--- config.mk ---
export PLATFORM = sky130hd
export DESIGN_NAME = axis_word_assembler
export DESIGN_NICKNAME = d
export VERILOG_FILES = /design/src/rtl/axis_pkg.sv /design/src/rtl/axis_word_fifo.sv /design/src/rtl/axis_word_assembler.sv
export SDC_FILE = /design/constraint.sdc
export NUM_CORES = 1
export LEC_CHECK = 0
export CAP_MARGIN = 20
export CORE_MARGIN = 3
export CORE_UTILIZATION = 36
export DETAILED_ROUTE_END_ITERATION = 10
export SLEW_MARGIN = 20
export SYNTH_ARGS = -nofsm -noshare
export SYNTH_HDL_FRONTEND = slang
export SYNTH_SLANG_ARGS = --single-unit
--- constraint.sdc ---
create_clock -name ACLK -period 4 [get_ports ACLK]
set_input_delay 0.8 -clock ACLK [delete_from_list [all_inputs] [get_ports ACLK]]
set_output_delay 0.8 -clock ACLK [all_outputs]
set_load 0.1 [all_outputs]
--- src/rtl/axis_pkg.sv ---
// Shared widths and state encoding for the byte-stream to word reassembly path.
package axis_pkg;

    localparam int BYTE_W         = 8;
    localparam int WORD_W         = 32;
    localparam int BYTES_PER_WORD = WORD_W / BYTE_W;

    typedef enum logic {
        ACCUM = 1'b0,
        DRAIN = 1'b1
    } asm_state_t;

    function automatic logic [7:0] sat_inc8(input logic [7:0] v);
        return (v == 8'hFF) ? v : v + 8'd1;
    endfunction

endpackage

--- src/rtl/axis_word_fifo.sv ---
// Small synchronous word FIFO; the head word is presented combinationally so a
// push is visible at the output one cycle later.
module axis_word_fifo #(
    parameter int WIDTH = 32,
    parameter int DEPTH = 4
) (
    input  logic             clk,
    input  logic             rst_n,
    input  logic             push,
    input  logic [WIDTH-1:0] push_data,
    input  logic             pop,
    output logic [WIDTH-1:0] head,
    output logic             full,
    output logic             empty
);

    localparam int AW = $clog2(DEPTH);

    logic [WIDTH-1:0] mem [DEPTH];
    logic [AW:0]      wr_ptr_reg;
    logic [AW:0]      rd_ptr_reg;
    logic             push_ok;
    logic             pop_ok;

    assign empty   = (wr_ptr_reg == rd_ptr_reg);
    assign full    = (wr_ptr_reg[AW] != rd_ptr_reg[AW]) &&
                     (wr_ptr_reg[AW-1:0] == rd_ptr_reg[AW-1:0]);
    assign push_ok = push && !full;
    assign pop_ok  = pop && !empty;

    // Storage is not reset, so the head is forced to zero while empty.
    assign head = empty ? '0 : mem[rd_ptr_reg[AW-1:0]];

    always_ff @(posedge clk or negedge rst_n) begin
        if (!rst_n) begin
            wr_ptr_reg <= '0;
            rd_ptr_reg <= '0;
        end else begin
            if (push_ok) wr_ptr_reg <= wr_ptr_reg + 1'b1;
            if (pop_ok)  rd_ptr_reg <= rd_ptr_reg + 1'b1;
        end
    end

    always_ff @(posedge clk) begin
        if (push_ok) mem[wr_ptr_reg[AW-1:0]] <= push_data;
    end

endmodule

--- src/rtl/axis_word_assembler.sv ---
// Reassembles MSB-first byte packets into words; malformed packets are dropped
// and counted, good words queue in a FIFO towards the sink.
module axis_word_assembler
    import axis_pkg::*;
#(
    parameter int BYTES = BYTES_PER_WORD,
    parameter int DEPTH = 4
) (
    input  logic                    ACLK,
    input  logic                    ARESETn,
    input  logic [BYTE_W-1:0]       TDATA_in,
    input  logic                    TLAST_in,
    input  logic                    TVALID_in,
    output logic                    TREADY_out,
    output logic [BYTE_W*BYTES-1:0] WORD_out,
    output logic                    WORD_VALID_out,
    input  logic                    WORD_READY_in,
    output logic                    ERR_out,
    output logic [15:0]             PKT_COUNT,
    output logic [7:0]              ERR_COUNT
);

    localparam int W     = BYTE_W * BYTES;
    localparam int CNT_W = $clog2(BYTES);

    asm_state_t       state_reg;
    logic             en_reg;
    logic [CNT_W-1:0] cnt_reg;
    logic [W-1:0]     shreg_reg;
    logic             err_reg;
    logic [15:0]      pkt_count_reg;
    logic [7:0]       err_count_reg;

    logic             fifo_full;
    logic             fifo_empty;
    logic             accept;
    logic             last_slot;
    logic             push;
    logic [W-1:0]     assembled;

    // DRAIN swallows the tail of an over-long packet regardless of FIFO space.
    assign TREADY_out = en_reg && ((state_reg == DRAIN) || !fifo_full);
    assign accept     = TVALID_in && TREADY_out;
    assign last_slot  = (cnt_reg == CNT_W'(BYTES - 1));
    assign assembled  = {shreg_reg[W-BYTE_W-1:0], TDATA_in};
    assign push       = accept && (state_reg == ACCUM) && TLAST_in && last_slot;

    always_ff @(posedge ACLK or negedge ARESETn) begin
        if (!ARESETn) begin
            en_reg        <= 1'b0;
            state_reg     <= ACCUM;
            cnt_reg       <= '0;
            shreg_reg     <= '0;
            err_reg       <= 1'b0;
            pkt_count_reg <= '0;
            err_count_reg <= '0;
        end else begin
            en_reg  <= 1'b1;
            err_reg <= 1'b0;
            if (accept) begin
                case (state_reg)
                    ACCUM: begin
                        shreg_reg <= assembled;
                        if (TLAST_in) begin
                            cnt_reg <= '0;
                            if (last_slot) begin
                                pkt_count_reg <= pkt_count_reg + 16'd1;
                            end else begin
                                err_reg       <= 1'b1;
                                err_count_reg <= sat_inc8(err_count_reg);
                            end
                        end else if (last_slot) begin
                            cnt_reg       <= '0;
                            err_reg       <= 1'b1;
                            err_count_reg <= sat_inc8(err_count_reg);
                            state_reg     <= DRAIN;
                        end else begin
                            cnt_reg <= cnt_reg + CNT_W'(1);
                        end
                    end
                    DRAIN: begin
                        if (TLAST_in) state_reg <= ACCUM;
                    end
                    default: state_reg <= ACCUM;
                endcase
            end
        end
    end

    assign ERR_out   = err_reg;
    assign PKT_COUNT = pkt_count_reg;
    assign ERR_COUNT = err_count_reg;

    axis_word_fifo #(
        .WIDTH (W),
        .DEPTH (DEPTH)
    ) u_fifo (
        .clk       (ACLK),
        .rst_n     (ARESETn),
        .push      (push),
        .push_data (assembled),
        .pop       (WORD_READY_in),
        .head      (WORD_out),
        .full      (fifo_full),
        .empty     (fifo_empty)
    );

    assign WORD_VALID_out = !fifo_empty;

endmodule

# After elaboration in Yosys (flattened, before gate mapping)
# Memory sizes are Yosys's and may differ from the RTL's.
# Index checks and enable logic that the tools add are counted.
[op_classes] addsub=5 n_eq_ne=6 n_mux=17 bitwise_logic=1 n_reduce_logical=15
[ops] op="32-bit two-way mux" n=1
[ops] op="8-bit two-way mux" n=4
[ops] op="16-bit by 1-bit adder with 16-bit output (second input constant)" n=1
[ops] op="1-bit two-way mux" n=9
[ops] op="8-bit by 1-bit adder with 8-bit output (second input constant)" n=1
[ops] op="8-bit == test (second input constant)" n=1
[ops] op="1-bit logical AND" n=8
[ops] op="4-bit AND reduction" n=2
[ops] op="3-bit by 1-bit adder with 3-bit output (second input constant)" n=2
[ops] op="2-bit two-way mux" n=2
[ops] op="3-bit == test" n=1
[ops] op="2-bit by 1-bit adder with 2-bit output (second input constant)" n=1
[ops] op="2-bit == test" n=1
[ops] op="2-bit == test (second input constant)" n=1
[ops] op="1-bit logical NOT" n=2
[ops] op="2-bit inequality test (second input constant)" n=1
[ops] op="1-bit one-hot mux with 2 select lines" n=1
[ops] op="2-bit AND reduction" n=1
[ops] op="2-bit nonzero test" n=1
[ops] op="1-bit logical OR" n=1
[ops] op="1-bit inequality test" n=1
[ops] op="1-bit NOT" n=1
[totals] regBits=59 ram_bits=128 out_inout_bits=59 word_cells=54 memories=1
[mem_list] memory="u_fifo.mem" words=4 word_bits=32 read_ports=1 rd_ports_with_merged_regs=0 write_ports=1 line="axis_word_fifo.sv:19" text="logic [WIDTH-1:0] mem [DEPTH];"

# Depth between registers and ports, before layout
# Gate-level depths: netlist of run 1.
[depth] ltp_word=12 ltp_mapped=7 ltp_nobuf=7

# Cells and area by module
# From an unflattened synthesis of run 1, not the netlist that was laid out.
[unflattened] hier_cells=469 area_unflattened_um2=7691.1
[modules_own_cells] mod="axis_word_fifo" instances=1 cells_per_inst=248 area_per_inst_um2=5416.4
[modules_own_cells] mod="axis_word_assembler" instances=1 cells_per_inst=221 area_per_inst_um2=2274.7

# Least setup slack after synthesis of run 1
# OpenSTA, ideal clock, no wires.
[synth_timing] path_type="reg2out" from="reg u_fifo.rd_ptr_reg[1]" to="out WORD_out[22]" arrival_time_ns=2.906 required_ns=3.200 path_slack_ns=0.294 path_stages_with_launch=7 n_path_buf=3 path_cell_list="dfrtp_1 > buf_2 > xor2_1 > or3_1 > clkbuf_1 > clkbuf_1 > and2_1"
[synth_via] elab_chain_len=2 elab_cells_between_ends=3
[synth_rtl] element="start, declared" line="axis_word_fifo.sv:21" text="logic [AW:0] rd_ptr_reg;"
[synth_rtl] element="start signal, assigned" line="axis_word_fifo.sv:40" text="if (pop_ok) rd_ptr_reg <= rd_ptr_reg + 1'b1;"
[synth_rtl] element="memory read 4 x 32 bit / 3-bit == test (equally long branches)"
[synth_rtl] element="32-bit two-way mux *" line="axis_word_fifo.sv:32" text="assign head = empty ? '0 : mem[rd_ptr_reg[AW-1:0]];"
[synth_rtl] element="end, declared" line="axis_word_assembler.sv:15" text="output logic [BYTE_W*BYTES-1:0] WORD_out,"
# Mark *: on every way between the ends. The rest lies on a longest branch, timed or not.

# Worst setup path in the final report of run 1
[layout_timing] from="reg u_fifo.rd_ptr_reg[0]" to="out WORD_out[1]"
# Same word-level chain as after synthesis.

==> results of run 1 <==
## metal layers
metal	part of all wire [%]	routed length [um]	up-vias
li1	-	-	1865
met2	48	6740	98
met1	45	6240	2014
met5	0	0	-
met4	1.4	201	0
met3	5.7	797	18
## layout make-up
type	instances	area, um^2
clock buffer	23	468
clock inverter	9	114
fill	1720	10800
inverter	5	18.8
multi-input combinational	249	2100
sequential	187	5320
tap	270	338
timing repair buffer	84	1180
## logic make-up after synthesis
group                    Yosys count  synth area share (%)
buffers and inverters             24                  1.43
AO/OA/AOI/OAI                      7                 0.783
flip-flops                       187                  70.8
multiplexers                      36                  10.2
AND/OR/NAND/NOR                  163                  11.2
adder cells (fa/ha/maj)           11                  1.83
XOR/XNOR                          31                  3.62
other                              1                0.0499
## stage by stage
step | hold WS, ns | utilization [%] | setup slack, ns | area, um^2
2_1_floorplan | 0.454 | - | 0.294 | 7510
4_1_cts | 0.481 | 46.9 | 0.599 | 9540
3_5_place_dp | 0.457 | 44.0 | 0.806 | 8960
5_1_grt | 0.417 | 46.9 | 0.485 | 9550
3_3_place_gp | 0.461 | 44.0 | 0.875 | 8960
6_report | 0.377 | 46.9 | 0.715 | 9550
## worst paths after layout
kind	start	end	depth (start not counted)
setup / recovery	u_fifo.rd_ptr_reg[0]	WORD_out[1]	5
hold / removal	ARESETn	PKT_COUNT[13]	1
setup reg to reg	u_fifo.rd_ptr_reg[0]	u_fifo.mem[3][3]	5
hold reg to reg	PKT_COUNT[15]	PKT_COUNT[15]	1
max in group asynchronous	ARESETn	shreg_reg[21]	2
min in group ACLK	PKT_COUNT[15]	PKT_COUNT[15]	1
## cells in the mapped netlist, types with 6 or more instances
library cell / number / share of area (%)
edfxtp_1: 128 / 51
nand2_1: 81 / 4.0
dfrtp_1: 59 / 20
and2_1: 36 / 3.0
mux4_2: 32 / 9.6
xor2_1: 26 / 3.0
clkbuf_1: 12 / 0.60
ha_1: 11 / 1.8
nor3_1: 9 / 0.60
nand3_1: 8 / 0.53
nor2_1: 6 / 0.30
## critical path, cell delays in order, from the launching register on
cell and delay, ns:
dfrtp_2 0.84, xor2_1 0.20, or3_1 0.37, buf_4 0.25
and2_1 0.21, buf_12 0.17
==> flow_metrics.py, run 1 <==
metrics = {
    "drt": {
        "avgRoutedWirePerCell_um": 16.9,
        "vias_per_cell": 4.83,
        "drc": 0,
        "vias": 3995,
        "drt_iter0_markers": 246,
        "routed_wl_mm": 14.0,
        "ant_nets": 0,
        "dr.pass1.iters": 4,
    },
    "placed_design": {
        "place_hpwl_mm": 8.85,
        "finalWeightedCongestion": 0.766,
        "placed_cells": 795,
        "io_buffer_count": 71,
    },
    "floorplan": {
        "die_h_um": 150,
        "io_pins": 72,
        "start_util_pct": 36.9,
        "dieWidth_um": 150,
        "core_area_um2": 20400,
        "num_rows": 52,
        "die_area_um2": 22600,
    },
    "clock_network": {
        "tritoncts": "built",
        "hold_buffers": 0,
        "postCtsSetupBuffers": 0,
        "cts_resized": 0,
        "clk_pin_slew_worst_paths_ns": 0.06,
        "worstSkewPairLatency_ns": 0.43,
        "clock_path_buffers": 2,
        "numCtsBuffers": 17,
        "htreeDepth": 4,
        "cts_sinks": 187,
        "cts_root_buf": "clkbuf_16",
    },
    "synth": {
        "synthArstFlopShare_pct": 31.6,
        "synth_cell_types": 38,
        "ys_seq_area_share_pct": 70.8,
        "synth_nets": 484,
        "synth.avg_cell_area_um2": 16.3,
        "yosysWarningCount": 0,
        "synth_area_um2": 7510,
        "ys_seq_elements": 187,
        "synth_edf_count": 128,
        "synthFlopType": "edfxtp_1",
        "synthCells": 460,
    },
    "finish": {
        "fin_nets": 568,
        "syn2layout_area_growth_pct": 27.1,
        "layout_common_cells": "edfxtp_1, nand2_1, dfrtp_1",
        "drive_above_1_share_pct": 21.2,
        "final_common_cell": "edfxtp_1",
        "final_cells": 827,
        "largest_reg_flops": 128,
        "diodes": 0,
    },
    "grt": {
        "busiest_layer": "met2",
        "grtUsageTotal_pct": 13.3,
        "grt_max_degree": 46,
        "gr-usage-met1_pct": 17.7,
        "antenna_found_initial": 0,
        "gr-total-overflow": 0,
        "grt_util_met2_pct": 21.0,
        "grtUsageMet3_pct": 3.88,
        "grt_pass1_vias": 4235,
        "grt_pass1_wl_mm": 22.8,
    },
    "flow_run": {
        "maxCapViolCount": 0,
    },
    "outcome": {
        "status": "finished clean",
    },
    "sta": {
        "setup_viol": 0,
        "fin_skew_ns": 0.00412,
        "hold_viol": 0,
        "worst_pin_slew_ns": 0.983,
        "tns_ns": 0,
        "timing.fmax_ghz": 0.304,
        "timing.final.crit_share_pct": 82.1,
        "fin_crit_ns": 3.29,
        "slew_headroom_pct": 34.3,
        "rsz0062_at_grt": "false",
        "drv_slew": 0,
    },
    "setup_path": {
        "worstPathArrival_ns": 2.49,
        "start_kind": "flop",
        "rrSetupSlack_ns": 1.12,
        "crit_required_ns": 3.20,
        "end_kind": "primary output",
        "critPathKind": "reg -> out",
        "worst-path-max-fanout": 35,
    },
    "worst_hold_path": {
        "holdCritPathClass": "in -> async",
    },
}
Power of run 1 is left out: the tool's default activity adds up to more than one toggle a clock period on the data nets, which glitch-free logic cannot reach.
==> run 2: changes to the inputs <==
Clock period 4 ns to 2.9 ns, I/O delays scaled along.
==> flow_metrics.py, run 2 (synthesized netlist as in run 1, its figures left out) <==
metrics = {
    "outcome": {
        "status": "finished clean",
    },
    "setup_path": {
        "critPathKind": "reg -> out",
        "reg2reg_from": "u_fifo.rd_ptr_reg[0]",
        "worstPathArrival_ns": 2.10,
        "end_kind": "primary output",
        "worst-path-max-fanout": 35,
        "start_kind": "flop",
        "crit_required_ns": 2.32,
        "cp-startpoint": "u_fifo.wr_ptr_reg[1]",
    },
    "grt": {
        "grt_max_degree": 38,
        "grt_pass1_vias": 4153,
        "grtUsageTotal_pct": 13.2,
        "antenna_found_initial": 0,
        "grt_pass1_wl_mm": 22.5,
        "gr-total-overflow": 0,
    },
    "drt": {
        "drc": 0,
        "vias_per_cell": 4.85,
        "routed_wl_mm": 14.0,
        "drt_iter0_markers": 194,
        "dr.pass1.iters": 4,
        "ant_nets": 0,
        "vias": 4024,
        "avgRoutedWirePerCell_um": 16.9,
    },
    "finish": {
        "syn2layout_area_growth_pct": 26.5,
        "largest_reg_flops": 128,
        "final_common_cell": "edfxtp_1",
        "fin_nets": 570,
        "ff_latch_area_um2": 5320,
        "nFillCells": 1756,
        "layout_common_cells": "edfxtp_1, nand2_1, dfrtp_1",
        "multiInputGateArea_um2": 2120,
        "diodes": 0,
        "drive_above_1_share_pct": 27.4,
    },
    "floorplan": {
        "io_pins": 72,
        "core_area_um2": 20400,
        "dieWidth_um": 150,
        "die_h_um": 150,
        "start_util_pct": 36.9,
        "die_area_um2": 22600,
        "num_rows": 52,
    },
    "sta": {
        "fin_skew_ns": 0.00841,
        "slew_headroom_pct": 60.4,
        "fin_crit_ns": 2.68,
        "setup_viol": 0,
        "worst_pin_slew_ns": 0.587,
        "timing.final.crit_share_pct": 92.6,
        "drv_slew": 0,
        "setup_ws_ns": 0.215,
        "hold_viol": 0,
        "timing.fmax_ghz": 0.372,
        "rsz0062_at_grt": "false",
    },
    "placed_design": {
        "io_buffer_count": 71,
        "pre_cts_slack_ns": 0.363,
        "place_hpwl_mm": 8.53,
        "finalWeightedCongestion": 0.792,
    },
    "clock_network": {
        "worstSkewPairLatency_ns": 0.42,
        "htreeDepth": 4,
        "postCtsSetupBuffers": 0,
        "cts_root_buf": "clkbuf_16",
        "hold_buffers": 0,
        "numCtsBuffers": 17,
        "cts_sinks": 187,
        "clock_path_buffers": 2,
        "tritoncts": "built",
        "clk_pin_slew_worst_paths_ns": 0.07,
    },
    "worst_hold_path": {
        "holdCritPathClass": "in -> async",
    },
    "flow_run": {
        "maxCapViolCount": 0,
    },
}
==> run 2: cell types whose count changed in the layout (fill, tap and decap cells not counted), moves of 2 or more <==
cell	change
buf_12	+4
and2_1	-8
bufinv_16	-2
buf_4	+22
clkinv_2	+2
clkdlybuf4s50_1	-25
clkbuf_8	-2
and2_2	+8
==> run 2: critical path, stage by stage, from the launching register on <==
cell and delay [ns]:
dfrtp_1 0.46, xor2_1 0.19, or3_1 0.38, buf_4 0.24, and2_2 0.23, buf_12 0.17
==> run 2: metrics by stage <==
step / instances / utilization (%) / cell area [um^2] / hold slack (ns) / setup TNS, ns
2_1_floorplan: 460 / - / 7530 / 0.284 / -0.102
3_3_place_gp: 797 / 44.1 / 8980 / 0.465 / 0
3_5_place_dp: 797 / 44.1 / 8980 / 0.462 / 0
4_1_cts: 829 / 46.6 / 9490 / 0.166 / 0
5_1_grt: 829 / 46.6 / 9500 / 0.185 / 0
6_report: 829 / 46.6 / 9500 / 0.163 / 0
==> run 2: layer usage <==
layer	up-vias	part of all wire, %	global-route usage (%)
met4	0	0.81	2.88
li1	1857	-	-
met2	95	50	21.1
met5	-	0	0
met3	6	5.3	4.18
met1	2066	44	17.7
==> run 2: final timing paths <==
kind / to / slack (ns) / depth (start not counted)
setup / recovery: WORD_out[27] / 0.22 / 5
hold / removal: PKT_COUNT[15] / 0.16 / 1
setup reg to reg: u_fifo.mem[3][17] / 0.66 / 6
hold reg to reg: PKT_COUNT[15] / 0.48 / 1
max in group asynchronous: u_fifo.rd_ptr_reg[0] / 2.09 / 2
min in group ACLK: PKT_COUNT[15] / 0.48 / 1
==> run 2: area by class of cell <==
cell class / count / area share [%]
tap: 270 / 3.56
clock buffer: 22 / 4.68
clock inverter: 10 / 0.725
sequential: 187 / 56.0
timing repair buffer: 86 / 12.5
inverter: 5 / 0.198
multi-input combinational: 249 / 22.3
==> run 2: what timing repair did <==
item	CTS	global route
resized for setup	0	1
endpoints found under the hold margin	0	0
setup endpoints to repair	0	3
Power of run 2 is left out for the same reason.
